## src/rtl/clk_enable_gen.sv

```systemverilog
// Multi-channel clock-enable generator: NUM_CH programmable tick/toggle
// channels with shadowed divisors, plus a fixed 1-in-PIX_DIV pixel enable.
module clk_enable_gen #(
  parameter int                      NUM_CH  = 4,
  parameter int                      CNT_W   = 32,
  parameter int                      SEL_W   = 4,
  parameter logic [NUM_CH*CNT_W-1:0] DEF_DIV = {4{32'd100000}},
  parameter int                      PIX_DIV = 4
) (
  input  logic              clk,
  input  logic              rst,
  input  logic [NUM_CH-1:0] ch_en,
  input  logic              div_wr,
  input  logic [SEL_W-1:0]  div_sel,
  input  logic [CNT_W-1:0]  div_data,
  output logic [NUM_CH-1:0] tick,
  output logic [NUM_CH-1:0] tog,
  output logic [NUM_CH-1:0] div_pend,
  output logic              pix_en
);

  for (genvar i = 0; i < NUM_CH; i++) begin : g_ch
    localparam logic [CNT_W-1:0] DEF = DEF_DIV[i*CNT_W +: CNT_W];

    logic [CNT_W-1:0] cnt;
    logic [CNT_W-1:0] act;
    logic [CNT_W-1:0] shad;
    logic             pend;
    logic             tk;
    logic             tg;
    logic             hit;
    logic             term;

    assign hit  = div_wr && (div_sel == SEL_W'(i));
    // N=0 behaves as N=1; the guard also keeps act-1 from wrapping
    assign term = (act <= CNT_W'(1)) || (cnt == act - CNT_W'(1));

    always_ff @(posedge clk) begin
      if (rst) begin
        cnt  <= '0;
        act  <= DEF;
        shad <= DEF;
        pend <= 1'b0;
        tk   <= 1'b0;
        tg   <= 1'b0;
      end else if (!ch_en[i]) begin
        cnt <= '0;
        tk  <= 1'b0;
        if (hit) begin
          shad <= div_data;
          pend <= 1'b1;
        end else if (pend) begin
          act  <= shad;
          pend <= 1'b0;
        end
      end else if (term) begin
        cnt <= '0;
        tk  <= 1'b1;
        tg  <= ~tg;
        if (hit) begin
          act  <= div_data;
          shad <= div_data;
          pend <= 1'b0;
        end else if (pend) begin
          act  <= shad;
          pend <= 1'b0;
        end
      end else begin
        cnt <= cnt + CNT_W'(1);
        tk  <= 1'b0;
        if (hit) begin
          shad <= div_data;
          pend <= 1'b1;
        end
      end
    end

    assign tick[i]     = tk;
    assign tog[i]      = tg;
    assign div_pend[i] = pend;
  end

  localparam int PW = (PIX_DIV > 1) ? $clog2(PIX_DIV) : 1;
  localparam logic [PW-1:0] PIX_LAST = PW'(PIX_DIV - 1);

  logic [PW-1:0] pixcnt;

  always_ff @(posedge clk) begin
    if (rst || pixcnt == PIX_LAST) begin
      pixcnt <= '0;
    end else begin
      pixcnt <= pixcnt + PW'(1);
    end
  end

  assign pix_en = (pixcnt == '0);

endmodule

```

## config.mk

```make
export PLATFORM = sky130hd
export DESIGN_NAME = clk_enable_gen
export DESIGN_NICKNAME = d
export VERILOG_FILES = /design/src/rtl/clk_enable_gen.sv
export SDC_FILE = /design/constraint.sdc
export NUM_CORES = 1
export LEC_CHECK = 0
export CAP_MARGIN = 20
export CORE_ASPECT_RATIO = 0.8
export CORE_UTILIZATION = 42
export DETAILED_ROUTE_END_ITERATION = 16
export SYNTH_ARGS = -nofsm -noshare
export SYNTH_HDL_FRONTEND = slang
export SYNTH_SLANG_ARGS = --single-unit
```

## constraint.sdc

```tcl
create_clock -name clk -period 5.9 [get_ports clk]
set_clock_uncertainty 0.2 [all_clocks]
set_input_delay 1.77 -clock clk [delete_from_list [all_inputs] [get_ports clk]]
set_output_delay 1.77 -clock clk [all_outputs]
set_load 0.01 [all_outputs]
```

==> metrics <==
Peak VDD IR 0.1996 mV; die width 265.1 um; WL/cell 18.70 um; Fill cells 5355; area delta synth->final 9.388%; Syn Std Cell Area 0.02326 mm2; top cell type's share of synthesized area 34.26%; Power Density 234.1 mW/mm2; final antenna-violating net count 0; Top Ports 56; top area cells in the synthesized netlist dfxtp_1 34%, mux2i_1 7.7%, nand2_1 6.1%; Post-synth EDFFs 0; CP cell instances inv_1 -> ha_1 -> nor4b_2 -> nand4b_1 -> a2111oi_0 -> nand3_1 -> nor4b_1 -> and4_1 -> a21oi_2 -> a211oi_4 -> buf_4 -> o221a_1; gr usage total 23.61%; vias in the first global route 18901; share of cells above drive strength 1 5.971%; via count 20569; clock buffer count from CTS 43; Crit Path Class flip-flop to flip-flop; Vert. Die Dim 212.5 um; n_diodes 0; synth warn 0; LEAKAGE 0.008586 uW; critical path's top delay family compound AO/OA/AOI/OAI gates; Max Transition Viols Final 0; Core Area 0.05430 mm2; fin crit period 4.435 ns; # Post-CTS Setup Buffers 0; Setup-failing EPs final 0; gr ovfl total 0; clock slew at reported path FFs 0.06 ns; RSZ-0062 raised after global routing no; CTS tree built; Slowest-stage cell, CP a2111oi_0; Buf+Inv Stages, Crit Path 2; Syn Area/Cell 7.889 um2; Non-Filler Instances 3605; antenna violations before repair 1; synth cell count leaders 398 x dfxtp_1, 377 x nand2_1, 374 x nor2_1; PortBufs 55; DRC 0; # resized after CTS 0; H-tree levels 2; clk sink count 398; Placed Instances 3525; Initial Util 42.83%; gp weighted congestion 0.8834; CTS max path bufs 3; Critical Path AT 4.75 ns; final count of hold timing violations 0; largest net degree at the start of global routing 171; crit path launch type flip-flop; Final TNS setup 0 ns; Hold-fix buffers, CTS 0; Seq/Total Area, Yosys 34.26%; Hold Crit Class flip-flop to flip-flop; outcome complete, no violations; Worst Path Max Fanout 17; Slew HR 34.80%; Yosys reg bits 398; count leader, synth dfxtp_1; final WL 67.40 mm; Post-Syn Instances 2948; Top FF cell, synth dfxtp_1; DR iter-0 viols 1867; Nets 2888; Rows 76; max incr delay on CP 0.79 ns; largest area contributor in the netlist dfxtp_1; DIE AREA 0.05632 mm2; max-cap viol count 0; Syn Nets 3005; Clock Latency Late Sink 0.58 ns; Max Freq 225.5 MHz; post-DP HPWL 46.00 mm; first-pass GRT wire length 106.3 mm; Post-synth ARST share 0%; Vias/cell 5.706; worst hold slack 0.2534 ns; CP required 6.21 ns; Final period util 75.17%; first drt pass iteration count 6; Root Buffer clkbuf_16; Distinct cells, synth 86; crit path capture type flip-flop; slew of the pin with the lowest slew margin 0.9690 ns
-- placed cells by master (no fill, tap or decap), types with 54 or more instances in the layout --
cell and instances:
dfxtp_1 394, nand2_1 374, nor2_1 373, mux2i_1 180
xnor2_1 141, a21oi_1 140, xor2_1 134, nand3_1 92
nand2b_1 86, o21ai_0 72, a211o_1 60, inv_1 59
nor3_1 58, clkdlybuf4s50_1 54
-- power breakdown --
group | total, uW | switching (uW) | internal, uW
clock | 2770 | 1170 | 1600
combinational | 420 | 270 | 151
sequential | 2760 | 44.2 | 2720
total | 5960 | 1490 | 4470
-- worst reg2reg max path: cells and delay by family (launching register included) --
family	cells	cell delay [ns]
DFF	1	0.38
buffers and inverters	2	0.41
adders and majority gates	1	0.21
and+or+nand+nor	5	1.49
AOI/OAI and AO/OA	4	1.69
-- registers in the layout (all words and copies together), names as in the netlist --
name / flops
g_ch.act: 128
g_ch.cnt: 128
g_ch.shad: 128
g_ch.pend: 4
g_ch.tg: 4
g_ch.tk: 4
pixcnt: 2
-- through the flow --
step           setup WS (ns)  total power (uW)  cell area, um2  util, %
6_report               1.465              5956           25440    46.85
5_1_grt                1.129              6172           25440    46.85
4_1_cts                1.316              6021           25420    46.82
3_5_place_dp           1.203              3234           23980    44.16
3_3_place_gp           1.300              3226           23980    44.16
2_1_floorplan          2.068              3091           23260        -
-- cell type report --
cell class,instances,area (um2),area share (%)
tap,741,927.1,3.645
clock inverter,14,117.6,0.4623
sequential,398,7973,31.34
inverter,60,225.2,0.8853
multi-input combinational,2235,14010,55.08
timing repair buffer,93,858.3,3.374
clock buffer,64,1326,5.213
-- per-layer routing --
metal	GRT usage (%)	up-vias	wire length [um]
met1	34.48	9827	32680
met3	3.116	103	4153
met2	35.80	622	28810
met4	7.355	2	1740
li1	-	10015	-
met5	0	-	13
-- kinds of logic (layout without fill, tap and decap cells) --
kind of cell	after synthesis	after routing	share of synthesized area [%]
AND/OR/NAND/NOR	1278	1278	26.53
AO/OA/AOI/OAI	485	485	14.53
flip-flops	398	398	34.26
buffers and inverters	315	231	5.671
XOR/XNOR	275	275	10.36
multiplexers	183	183	7.903
adder cells (fa/ha/maj)	14	14	0.7532
-- worst paths after layout --
path                    startpoint          endpoint  slack [ns]  cells past startpoint
setup / recovery    g_ch[0].act[0]   g_ch[0].act[28]        1.46                     12
hold / removal    g_ch[0].shad[14]  g_ch[0].shad[14]        0.25                      2
setup reg to reg    g_ch[0].act[0]   g_ch[0].act[28]        1.46                     12
hold reg to reg   g_ch[0].shad[14]  g_ch[0].shad[14]        0.25                      2
Power figures use the tool's default switching activity.
